==> src/rtl/dram_arb_pkg.sv <==
// Shared types and constants for the dram_arbiter slice.
// Latency: n/a (types only).
// Backpressure: n/a.
package dram_arb_pkg;

  typedef enum logic [1:0] {
    ST_IDLE,
    ST_ISSUE,
    ST_WAIT,
    ST_DONE
  } arb_state_t;

  typedef enum logic {
    GNT_CPU,
    GNT_VGA
  } grant_t;

  localparam int BURST_LEN_DEF = 32;
  localparam int WAIT_CNT_W    = 10;

endpackage

==> src/rtl/dram_arb_rr.sv <==
// 2-way request picker: round-robin between CPU and VGA, or fixed VGA priority
// when DRAM_ARB_VGA_PRIO_EN is defined. Latency: combinational.
// Backpressure: none; caller decides when to act on o_gnt.
// Ports: i_req[0]=CPU, i_req[1]=VGA; i_last = previous winner; o_gnt = winner.
module dram_arb_rr
  import dram_arb_pkg::*;
(
  input  logic [1:0] i_req,
  input  grant_t     i_last,
  output grant_t     o_gnt
);

  always_comb begin
    o_gnt = GNT_CPU;
    case (i_req)
      2'b10: o_gnt = GNT_VGA;
      2'b11: begin
`ifdef DRAM_ARB_VGA_PRIO_EN
        // Display deadline: VGA always wins a tie, history ignored.
        o_gnt = GNT_VGA;
`else
        // Tie goes to whoever did not win last time.
        o_gnt = (i_last == GNT_VGA) ? GNT_CPU : GNT_VGA;
`endif
      end
      default: o_gnt = GNT_CPU;
    endcase
  end

endmodule

==> src/rtl/dram_arbiter.sv <==
// Shares one sdram_ctl port between a CPU word port and a VGA 32-word burst port.
// Latency: grant -> ISSUE (+1) -> WAIT (+2); done one cycle after dram_data_ready.
// Backpressure: requesters hold level req until done; no grant while dram_mem_ready=0.
// Ports: i_cpu_* single read/write, i_vga_* burst read, o_dram_*/i_dram_* to sdram_ctl,
//        o_*_done / o_err one-cycle completion pulses. Option: DRAM_ARB_VGA_PRIO_EN.
module dram_arbiter
  import dram_arb_pkg::*;
#(
  parameter int ADDR_W    = 25,
  parameter int DATA_W    = 16,
  parameter int BURST_LEN = BURST_LEN_DEF,
  parameter int TIMEOUT   = 1023
) (
  input  logic                          i_clk,
  input  logic                          i_rst,
  input  logic                          i_cpu_req,
  input  logic                          i_cpu_we,
  input  logic [ADDR_W-1:0]             i_cpu_addr,
  input  logic [DATA_W-1:0]             i_cpu_wdata,
  output logic [DATA_W-1:0]             o_cpu_rdata,
  output logic                          o_cpu_done,
  input  logic                          i_vga_req,
  input  logic [ADDR_W-1:0]             i_vga_addr,
  output logic [BURST_LEN*DATA_W-1:0]   o_vga_buf,
  output logic                          o_vga_done,
  output logic                          o_err,
  output logic                          o_dram_write_en,
  output logic [ADDR_W-1:0]             o_dram_addr,
  output logic [DATA_W-1:0]             o_dram_data_in,
  output logic                          o_dram_burst_en,
  output logic                          o_dram_refresh_data,
  input  logic [DATA_W-1:0]             i_dram_data_out,
  input  logic                          i_dram_data_ready,
  input  logic                          i_dram_mem_ready,
  input  logic [BURST_LEN*DATA_W-1:0]   i_dram_burst_buf
);

  localparam logic [WAIT_CNT_W-1:0] TIMEOUT_CNT = WAIT_CNT_W'(TIMEOUT);

  arb_state_t r_state, w_state_nxt;
  grant_t     r_last, r_owner, w_gnt;

  logic                        r_we, r_burst, r_err;
  logic [ADDR_W-1:0]           r_addr;
  logic [DATA_W-1:0]           r_wdata;
  logic [WAIT_CNT_W-1:0]       r_wait_cnt;
  logic [DATA_W-1:0]           r_cpu_rdata;
  logic [BURST_LEN*DATA_W-1:0] r_vga_buf;
  logic                        w_start, w_timeout, w_active;

  dram_arb_rr u_rr (
    .i_req  ({i_vga_req, i_cpu_req}),
    .i_last (r_last),
    .o_gnt  (w_gnt)
  );

  assign w_start   = i_dram_mem_ready && (i_cpu_req || i_vga_req);
  assign w_timeout = (r_wait_cnt == TIMEOUT_CNT);
  assign w_active  = (r_state != ST_IDLE);

  always_ff @(posedge i_clk or posedge i_rst) begin
    if (i_rst) r_state <= ST_IDLE;
    else       r_state <= w_state_nxt;
  end

  always_comb begin
    w_state_nxt         = r_state;
    o_dram_refresh_data = 1'b0;
    o_cpu_done          = 1'b0;
    o_vga_done          = 1'b0;
    o_err               = 1'b0;
    case (r_state)
      ST_IDLE:  if (w_start) w_state_nxt = ST_ISSUE;
      ST_ISSUE: begin
        o_dram_refresh_data = 1'b1;
        w_state_nxt         = ST_WAIT;
      end
      ST_WAIT:  if (i_dram_data_ready || w_timeout) w_state_nxt = ST_DONE;
      ST_DONE: begin
        o_cpu_done  = (r_owner == GNT_CPU);
        o_vga_done  = (r_owner == GNT_VGA);
        o_err       = r_err;
        w_state_nxt = ST_IDLE;
      end
      default:  w_state_nxt = ST_IDLE;
    endcase
  end

  // Latched command stays registered after DONE; outputs are masked to 0 in IDLE
  // so the latch does not need clearing.
  assign o_dram_write_en = w_active & r_we;
  assign o_dram_burst_en = w_active & r_burst;
  assign o_dram_addr     = w_active ? r_addr  : '0;
  assign o_dram_data_in  = w_active ? r_wdata : '0;
  assign o_cpu_rdata     = r_cpu_rdata;
  assign o_vga_buf       = r_vga_buf;

  always_ff @(posedge i_clk or posedge i_rst) begin
    if (i_rst) begin
      r_last      <= GNT_VGA;  // CPU wins the first tie
      r_owner     <= GNT_CPU;
      r_we        <= 1'b0;
      r_burst     <= 1'b0;
      r_err       <= 1'b0;
      r_addr      <= '0;
      r_wdata     <= '0;
      r_wait_cnt  <= '0;
      r_cpu_rdata <= '0;
      r_vga_buf   <= '0;
    end else begin
      case (r_state)
        ST_IDLE: if (w_start) begin
          r_owner    <= w_gnt;
          r_err      <= 1'b0;
          r_wait_cnt <= '0;
          if (w_gnt == GNT_VGA) begin
            r_we    <= 1'b0;
            r_burst <= 1'b1;
            r_addr  <= i_vga_addr;
            r_wdata <= '0;
          end else begin
            r_we    <= i_cpu_we;
            r_burst <= 1'b0;
            r_addr  <= i_cpu_addr;
            r_wdata <= i_cpu_wdata;
          end
        end
        ST_WAIT: begin
          if (i_dram_data_ready) begin
            if (r_owner == GNT_VGA) r_vga_buf   <= i_dram_burst_buf;
            else                    r_cpu_rdata <= i_dram_data_out;
          end else if (w_timeout) begin
            r_err <= 1'b1;
          end else begin
            r_wait_cnt <= r_wait_cnt + 1'b1;
          end
        end
        ST_DONE: r_last <= r_owner;
        default: ;
      endcase
    end
  end

endmodule

==> config.mk <==
export PLATFORM = sky130hd
export DESIGN_NAME = dram_arbiter
export DESIGN_NICKNAME = d
export VERILOG_FILES = /design/src/rtl/dram_arb_pkg.sv /design/src/rtl/dram_arb_rr.sv /design/src/rtl/dram_arbiter.sv
export SDC_FILE = /design/constraint.sdc
export NUM_CORES = 1
export LEC_CHECK = 0
export CORE_AREA = 2 2 452 454
export CTS_CLUSTER_SIZE = 20
export DETAILED_ROUTE_END_ITERATION = 6
export DIE_AREA = 0 0 454 456
export DONT_BUFFER_PORTS = 1
export PLACE_DENSITY = 0.31
export SETUP_SLACK_MARGIN = 0.1
export SYNTH_ARGS = -nofsm -noshare
export SYNTH_HDL_FRONTEND = slang
export SYNTH_SLANG_ARGS = --single-unit
==> constraint.sdc <==
create_clock -name i_clk -period 19.25 [get_ports i_clk]
set_clock_uncertainty 0.2 [all_clocks]
set_input_delay 1.925 -clock i_clk [delete_from_list [all_inputs] [get_ports i_clk]]
set_output_delay 1.925 -clock i_clk [all_outputs]
set_load 0.005 [all_outputs]
# [After elaboration in Yosys (flattened, before gate mapping)]
# Index checks and enable logic that the tools add are counted.
[word_totals] ff_bits=586 mem_bits_rw=0 elab_cells=61 output_inout_bits=575 memories=0 rom_bits=0 latchBits=0 inputBits=601
[classes] n_reduce_logical=12 n_bitwise=3 mul=0 n_div=0 n_lt_le_gt_ge=0 add_sub_neg=1 mux=23 n_eq_ne=11 shift=0
[ops] op="2-to-1 mux 25 bit" n=2
[ops] op="2-to-1 mux 16 bit" n=2
[ops] op="2-to-1 mux 10 bit" n=3
[ops] op="one-hot mux 10 bit (2 select lines)" n=1
[ops] op="adder 10 x 1 -> 10 bit (second input constant)" n=1
[ops] op="equality test 10 bit (second input constant)" n=1
[ops] op="2-to-1 mux 1 bit" n=10
[ops] op="!= test 2 bit (second input constant)" n=5
[ops] op="equality test 2 bit (second input constant)" n=4
[ops] op="one-hot mux 2 bit (4 select lines)" n=1
[ops] op="AND reduction 4 bit" n=2
[ops] op="AND reduction 3 bit" n=2
[ops] op="2-to-1 mux 2 bit" n=2
[ops] op="one-hot mux 1 bit (2 select lines)" n=2
[ops] op="AND reduction 2 bit" n=2
[ops] op="nonzero test 2 bit" n=2
[ops] op="bitwise AND 1 bit" n=2
[ops] op="equality test 2 x 1 -> 1 bit (second input constant)" n=1
[ops] op="logical NOT 2 bit" n=1
[ops] op="logical OR 1 bit" n=2
[ops] op="logical AND 1 bit" n=1
[ops] op="NOT 1 bit" n=1

# [Depth between registers and ports, before layout]
# Gate-level depths: netlist of the first run.
[depth] word_depth=4 ltp_mapped=8 ltp_nobuf=6

# [Modules after synthesis]
# A second synthesis of the first run with hierarchy kept.
[unflattened] hier_cells=1446 area_unflattened_um2=22871.9
[by_module_without_submodules] module="dram_arbiter" area_per_inst_um2=22860.7 n_inst=1 cells_per_inst=1445 seq_area_each_um2=14640.3
[by_module_without_submodules] module="dram_arb_rr" area_per_inst_um2=11.3 n_inst=1 cells_per_inst=1 seq_area_each_um2=0.0

# [Least setup slack after synthesis of the first run]
# OpenSTA, ideal clock, no wires.
[synth_path] path_kind="register to output" startpoint="register r_state[0]" endpoint="output o_dram_addr[0]" path_stages_with_launch=6 t_arrival_ps=1336 t_required_ps=17125 setup_slack_ps=15789 path_cell_list="dfrtp_1 -> inv_1 -> ha_1 -> clkbuf_1 -> clkbuf_1 -> nor2b_1"
[synth_between] elab_chain_len=2
[synth_lines] item="start, declared" line="dram_arbiter.sv:40" text="arb_state_t r_state, w_state_nxt;"
[synth_lines] item="start signal, assigned" line="dram_arbiter.sv:63" text="else r_state <= w_state_nxt;"
[synth_lines] item="nonzero test 2 bit" line="dram_arbiter.sv:59" text="assign w_active = (r_state != ST_IDLE);"
[synth_lines] item="2-to-1 mux 25 bit" line="dram_arbiter.sv:93" text="assign o_dram_addr = w_active ? r_addr : '0;"
[synth_lines] item="end, declared" line="dram_arbiter.sv:28" text="output logic [ADDR_W-1:0] o_dram_addr,"
# Every way passes these cells.

# [Worst setup path after layout of the first run]
[layout_path] startpoint="input i_dram_data_ready" endpoint="register r_vga_buf[283] (netlist: o_vga_buf[283])"
[layout_between] elab_chain_len=1
[layout_lines] item="start, declared" line="dram_arbiter.sv:33" text="input logic i_dram_data_ready,"
[layout_lines] item="AND reduction 3 bit (no source line)"
[layout_lines] item="end signal, assigned" line="dram_arbiter.sv:130" text="if (r_owner == GNT_VGA) r_vga_buf <= i_dram_burst_buf;"
[layout_lines] item="end, declared" line="dram_arbiter.sv:48" text="logic [BURST_LEN*DATA_W-1:0] r_vga_buf;"
# Every way passes these cells.
# A chain may end at the register's enable or synchronous reset.

==> results of run 1 <==
metrics by stage:
stage	setup WS, ns	cells	power [uW]	cell area, um^2
floorplan	0.757	1446	3330	24600
global placement	13.55	4060	4050	27400
detailed placement	13.41	4060	4060	27400
CTS	14.20	4201	5680	30100
global route	14.03	4204	5870	30200
finish	14.09	4208	5540	30200
kinds of logic (layout without fill, tap and decap cells):
logic type,after synthesis,after routing,share of synthesized area
multiplexers,557,557,0.326
AND/OR/NAND/NOR,142,142,0.0294
flip-flops,585,585,0.594
adder cells (fa/ha/maj),6,6,0.00305
other,0,7,0
XOR/XNOR,1,1,0.000356
buffers and inverters,87,170,0.0307
AO/OA/AOI/OAI,68,68,0.0159
worst reg2reg max path: stages, from the launching register on:
cell and delay [ns]:
dfrtp_1 0.37, inv_1 0.10, ha_1 0.37, and2_4 0.25, nand2_8 0.44, buf_4 0.75, buf_4 0.75, buf_4 1.01
mux2_4 0.48
metal layers:
layer / up-vias / GRT usage / routed length [um]
li1: 5104 / - / -
met2: 785 / 0.188 / 58600
met1: 6619 / 0.112 / 40600
met5: - / 0 / 9
met3: 226 / 0.0764 / 18000
met4: 2 / 0.0253 / 3060
power by group:
part           internal (uW)  total [uW]  leakage (uW)  switching, uW
clock                    937        1540       0.00130            604
sequential              1830        2730       0.00715            902
combinational            855        1270       0.00557            412
total                   3620        5540        0.0140           1920
state kept, by name (all words and copies together), names as in the netlist:
| signal | cells |
|---|---|
| r_owner | 1 |
| r_wait_cnt | 10 |
| o_vga_buf | 512 |
| r_wdata | 16 |
| o_cpu_rdata | 16 |
| r_addr | 25 |
| r_err | 1 |
| r_state | 2 |
| r_we | 1 |
| r_last | 1 |
how the worst max path moves through the flow:
stage                 startpoint             end  slack (ns)  cells past startpoint
4_1_cts        i_dram_data_ready  o_vga_buf[222]       14.20                      6
6_report       i_dram_data_ready  o_vga_buf[283]       14.09                      6
2_1_floorplan              i_rst  o_cpu_rdata[0]        0.76                      1
3_3_place_gp   i_dram_data_ready  o_vga_buf[222]       13.55                      6
3_5_place_dp   i_dram_data_ready  o_vga_buf[222]       13.41                      6
5_1_grt        i_dram_data_ready  o_vga_buf[222]       14.03                      6
cells in the final DEF (no fill, tap or decap), types with 6 or more instances in the layout:
master | Yosys | routed
dfrtp_1 | 584 | 584
mux2_4 | 480 | 480
clkbuf_16 | 0 | 84
nand2_1 | 70 | 70
mux2_2 | 51 | 51
o21ai_0 | 45 | 45
nor2b_1 | 44 | 44
mux2i_1 | 26 | 26
buf_4 | 3 | 20
clkbuf_1 | 11 | 18
clkbuf_8 | 0 | 16
diode_2 | 0 | 7
inv_1 | 8 | 7
clkinvlp_4 | 0 | 7
nand3_1 | 6 | 6
bufinv_16 | 0 | 6
area by class of cell:
class	count	area share
Inverter	8	0.00124
Sequential cell	585	0.485
Clock buffer	118	0.0792
Clock inverter	23	0.0102
Timing Repair Buffer	21	0.00564
Multi-Input combinational cell	774	0.307
Tap cell	2672	0.111
Antenna cell	7	0.000581
==> flow_metrics.env, run 1 <==
export IMPL_reg2reg_slack_ns=14.43
export IMPL_cts_buffer_depth=3
export IMPL_synth_common_cells="dfrtp_1 (584), mux2_4 (480), nand2_1 (70), buf_6 (54), mux2_2 (51)"
export IMPL_ys_warn_count=0
export IMPL_io_pins=1176
export IMPL_wl_per_cell_um=28.6
export IMPL_drc=0
export IMPL_status="finished clean"
export IMPL_grt_first_pass_wirelength_mm=152
export IMPL_synth_avg_cell_area_um2=17.0
export IMPL_initial_core_util=0.122
export IMPL_synth_area_um2=24600
export IMPL_required_ns=19.61
export IMPL_critPathMostFrequentCell="buf_4"
export IMPL_multiInputGateArea_um2=9250
export IMPL_vias=12700
export IMPL_ant_nets=0
export IMPL_row_count=165
export IMPL_critPathKind="in -> reg"
export IMPL_min_period_over_period=0.268
export IMPL_place_congestion=0.884
export IMPL_cts_made_buffers=80
export IMPL_die_y_um=456
export IMPL_cts_resized=0
export IMPL_rr_worst_depth=8
export IMPL_utilization=0.150
export IMPL_worst_setup_path_start_kind="input pin"
export IMPL_end_kind="flop"
export IMPL_setup_tns_ns=0
export IMPL_critPathMaxStageDelay_ns=0.97
export IMPL_relSlewSlack=0.199
export IMPL_path_cells="and2_4 > nand2_8 > buf_4 > buf_4 > buf_4 > mux2_4"
export IMPL_post_cts_buffers=0
export IMPL_syn_nets=2053
export IMPL_htreeDepth=3
export IMPL_p_leak_uw=0.0140
export IMPL_synth_edf_count=0
export IMPL_r2r_start="r_state[0]"
export IMPL_regArea_um2=14600
export IMPL_ys_async_sr_fraction=1.00
export IMPL_arrival_ns=5.52
export IMPL_slowest_stage="buf_4"
export IMPL_synth_seq_area_share=0.594
export IMPL_cp_top_family="buffers and inverters"
export IMPL_ir_worst_vdd_v=0.0000632
export IMPL_drt_wl_total_mm=120
export IMPL_p_per_area_nw_per_um2=184
export IMPL_slew_violations=0
export IMPL_syn2layout_area_growth_pct=22.4
export IMPL_nets=2077
export IMPL_yosysUniqueCellTypes=45
export IMPL_clkSlewWorstSetupHoldPaths_ns=0.06
export IMPL_grt_overflow=0
export IMPL_routed_via_density=3.03
export IMPL_cap_viol_max_count=0
export IMPL_grt_max_degree=111
export IMPL_cts_hold_buffers=0
export IMPL_crit_fanout=64
export IMPL_grtUsageTotal=0.112
export IMPL_clockRootBuffer="clkbuf_16"
export IMPL_drt_initial_drc_count=832
export IMPL_r2r_end="o_vga_buf[283]"
export IMPL_clk_latency_ns=0.67
export IMPL_hp_start="r_wdata[9]"
export IMPL_first_pass_iters=5
export IMPL_tightest_slew_ns=1.20
export IMPL_fillers=22100
export IMPL_crit_buf_inv=3
export IMPL_antenna_found_initial=75
export IMPL_dieArea_um2=207000
export IMPL_hold_viol=0
export IMPL_fmax_mhz=194
export IMPL_synth_cells=1446
export IMPL_hold_end="r_wdata[9]"
export IMPL_post_synth_top_area_cell="dfrtp_1"
export IMPL_synth_seq_cells=585
export IMPL_grt_setup_unrepaired="false"
export IMPL_cts_tree="done"
export IMPL_synth_ff_type="dfrtp_1"
export IMPL_cts_sinks=585
export IMPL_setup_viol=0
export IMPL_hold_class="reg -> reg"
export IMPL_yosys_top_cells_area="dfrtp_1 (59%), mux2_4 (29%), buf_6 (2.5%)"
export IMPL_place_hpwl_mm=98.9
export IMPL_worstHoldPathCells=2
export IMPL_whs_ns=0.271
export IMPL_core_area_um2=202000
export IMPL_yosysMostFrequentCell="dfrtp_1"
export IMPL_port_buffers=0
export IMPL_first_global_vias=13300
export IMPL_layout_drive_gt1_share=0.448
export IMPL_finalCriticalPeriod_ns=5.16
export IMPL_die_width_um=454
export IMPL_synth_top_area_share=0.593
(Power assumes the default switching activity.)
==> run 2, diff against run 1 <==
- ABC_AREA: unset -> 1
- CORE_AREA: 2 2 452 454 -> 2 2 455 457
- DIE_AREA: 0 0 454 456 -> 0 0 457 459
- PLACE_DENSITY: 0.31 -> 0.3
- clock period: 19.25 -> 5.4 ns (I/O delays scaled with it)
==> run 2 against run 1 <==
  * Wire length shrank 8.8%
  * Sequential power grew to 3.5 times the previous value
  * Register-to-register slack worse by 12 ns
  * Clock power grew to 3.4 times the previous value
  * Synthesized cell count up 4.7%
  * Power grew to 3.7 times the previous value
  * Largest cell class unchanged
  * Largest power group unchanged
==> flow_metrics.env, run 2 <==
export IMPL_yosys_top_cells_area="dfrtp_1 (60%), mux2_4 (29%), buf_6 (2.4%)"
export IMPL_nets=2752
export IMPL_clkSlewWorstSetupHoldPaths_ns=0.06
export IMPL_postLayoutSetupSlackWorst_ns=2.01
export IMPL_place_congestion=0.827
export IMPL_synth_seq_cells=585
export IMPL_rr_worst_depth=9
export IMPL_row_count=167
export IMPL_required_ns=5.82
export IMPL_critPathKind="reg -> reg"
export IMPL_ys_warn_count=0
export IMPL_cts_buffer_depth=3
export IMPL_post_synth_top_area_cell="dfrtp_1"
export IMPL_synth_top_family_by_area="multiplexers"
export IMPL_slowest_stage="dlygate4sd3_1"
export IMPL_min_period_over_period=0.628
export IMPL_cts_sinks=585
export IMPL_synth_compound_area_frac=0.0158
export IMPL_synth_fa_ha_area_frac=0.00306
export IMPL_ys_async_sr_fraction=1.00
export IMPL_p_per_area_nw_per_um2=562
export IMPL_ir_worst_vdd_v=0.000231
export IMPL_path_cells="inv_1 > ha_1 > buf_4 > inv_1 > nor2_4 > buf_4 > o21ai_0 > o22ai_1 > dlygate4sd3_1"
export IMPL_synth_mux_area_frac=0.316
export IMPL_port_buffers=0
export IMPL_p_leak_uw=0.0165
export IMPL_layout_drive_gt1_share=0.310
export IMPL_fmax_mhz=295
export IMPL_worst_setup_path_start_kind="flop"
export IMPL_vias=15400
export IMPL_antenna_found_initial=67
export IMPL_synthSimpleGateAreaFrac=0.0305
export IMPL_critPathMaxStageDelay_ns=0.57
export IMPL_grt_overflow=0
export IMPL_synth_area_um2=24500
export IMPL_initial_core_util=0.119
export IMPL_dieArea_um2=210000
export IMPL_synth_edf_count=0
export IMPL_tightest_slew_ns=1.03
export IMPL_cp_top_family="buffers and inverters"
export IMPL_relSlewSlack=0.313
export IMPL_place_hpwl_mm=85.9
export IMPL_r2r_end="r_addr[20]"
export IMPL_setup_viol=0
export IMPL_synth_ff_type="dfrtp_1"
export IMPL_cts_resized=0
export IMPL_die_y_um=459
export IMPL_cp_startpoint="r_state[0]"
export IMPL_yosys_area_share_xor_xnor=0.00107
export IMPL_die_width_um=457
export IMPL_hold_viol=0
export IMPL_grtUsageTotal=0.100
export IMPL_cts_made_buffers=77
export IMPL_r2r_start="r_state[0]"
export IMPL_syn_nets=2121
export IMPL_yosysUniqueCellTypes=28
export IMPL_final_cell_mix="dlygate4sd3_1 (597), dfrtp_1 (584), mux2_4 (480), nand2_1 (86), nor2_1 (81)"
export IMPL_synth_top_area_share=0.595
export IMPL_grt_setup_unrepaired="false"
export IMPL_reg2reg_slack_ns=2.01
export IMPL_drt_wl_total_mm=110
export IMPL_cp_num_cells=9
export IMPL_clockRootBuffer="clkbuf_16"
export IMPL_post_cts_buffers=0
export IMPL_endpoint="r_addr[20]"
export IMPL_routed_via_density=3.13
export IMPL_crit_buf_inv=5
export IMPL_ant_nets=0
export IMPL_yosysMostFrequentCell="dfrtp_1"
export IMPL_drt_initial_drc_count=760
export IMPL_arrival_ns=3.81
export IMPL_synth_cells=1514
export IMPL_grt_first_pass_wirelength_mm=147
export IMPL_finalCriticalPeriod_ns=3.39
export IMPL_syn2layout_area_growth_pct=47.4
export IMPL_final_common_cell="dlygate4sd3_1"
export IMPL_wl_per_cell_um=22.2
export IMPL_first_pass_iters=5
export IMPL_io_pins=1176
export IMPL_clk_latency_ns=0.67
export IMPL_synth_seq_area_share=0.597
export IMPL_first_global_vias=17000
export IMPL_cts_hold_buffers=597
export IMPL_core_area_um2=206000
export IMPL_cts_tree="done"
export IMPL_drc=0
export IMPL_hold_class="in -> async"
export IMPL_htreeDepth=3
export IMPL_status="finished clean"
export IMPL_fillers=22400
export IMPL_synth_avg_cell_area_um2=16.2
export IMPL_grt_max_degree=142
export IMPL_dp_slack_ns=2.29
export IMPL_slew_violations=0
export IMPL_end_kind="flop"
export IMPL_largest_reg_flops=512
export IMPL_cap_viol_max_count=0
export IMPL_whs_ns=0.164
export IMPL_synth_common_cells="dfrtp_1 (584), mux2_4 (480), nand2_1 (86), nor2_1 (81), inv_1 (60)"
export IMPL_crit_fanout=67
run 2: final cells by class:
cell class / count / area (um^2) / area share
diodes: 30 / 75.1 / 0.00207
clock buffers: 106 / 2210 / 0.0610
clock inverters: 23 / 299 / 0.00827
inverters: 61 / 233 / 0.00643
multi-input cells: 794 / 9000 / 0.249
flip-flops and latches: 585 / 14600 / 0.405
well taps: 2704 / 3380 / 0.0935
repair buffers: 626 / 6340 / 0.175
run 2: worst min-delay path by stage:
| stage | from | end | slack, ns |
|---|---|---|---|
| after CTS | i_rst | o_vga_buf[150] | 0.08 |
| after global routing | i_rst | o_vga_buf[150] | 0.13 |
| after global placement | i_rst | o_vga_buf[150] | 0.24 |
| final | i_rst | o_vga_buf[150] | 0.16 |
| after detailed placement | i_rst | o_vga_buf[150] | 0.25 |
| after floorplan | r_last | r_last | 0.24 |
run 2: per-layer routing:
| layer | vias up | track usage | wire [um] |
|---|---|---|---|
| li1 | 6466 | - | - |
| met1 | 7714 | 0.104 | 39200 |
| met2 | 977 | 0.154 | 48700 |
| met3 | 236 | 0.0679 | 16100 |
| met4 | 20 | 0.0480 | 5530 |
| met5 | - | 0 | 123 |
run 2: through the flow:
stage,setup TNS [ns],utilization,instance area (um^2),power (uW),cells
after floorplan,-1935.63,-,24500,12500,1514
after global placement,0,0.134,27600,14700,4173
after detailed placement,0,0.134,27600,14800,4173
after CTS,0,0.176,36100,20800,4899
after global routing,0,0.176,36200,21500,4918
final,0,0.176,36200,20300,4929
run 2: power by group:
part / switching, uW / total [uW] / internal, uW
clock network: 2110 / 5200 / 3090
registers: 2890 / 9480 / 6590
logic: 1880 / 5640 / 3760
total: 6890 / 20300 / 13400
run 2: kinds of logic (layout without fill, tap and decap cells):
kind of cell,after synthesis,after routing
flops,585,585
mux,528,528
simple gates,186,186
buf+inv,135,816
compound gates,71,71
fa+ha+maj,6,6
xor+xnor,3,3
other cells,0,30
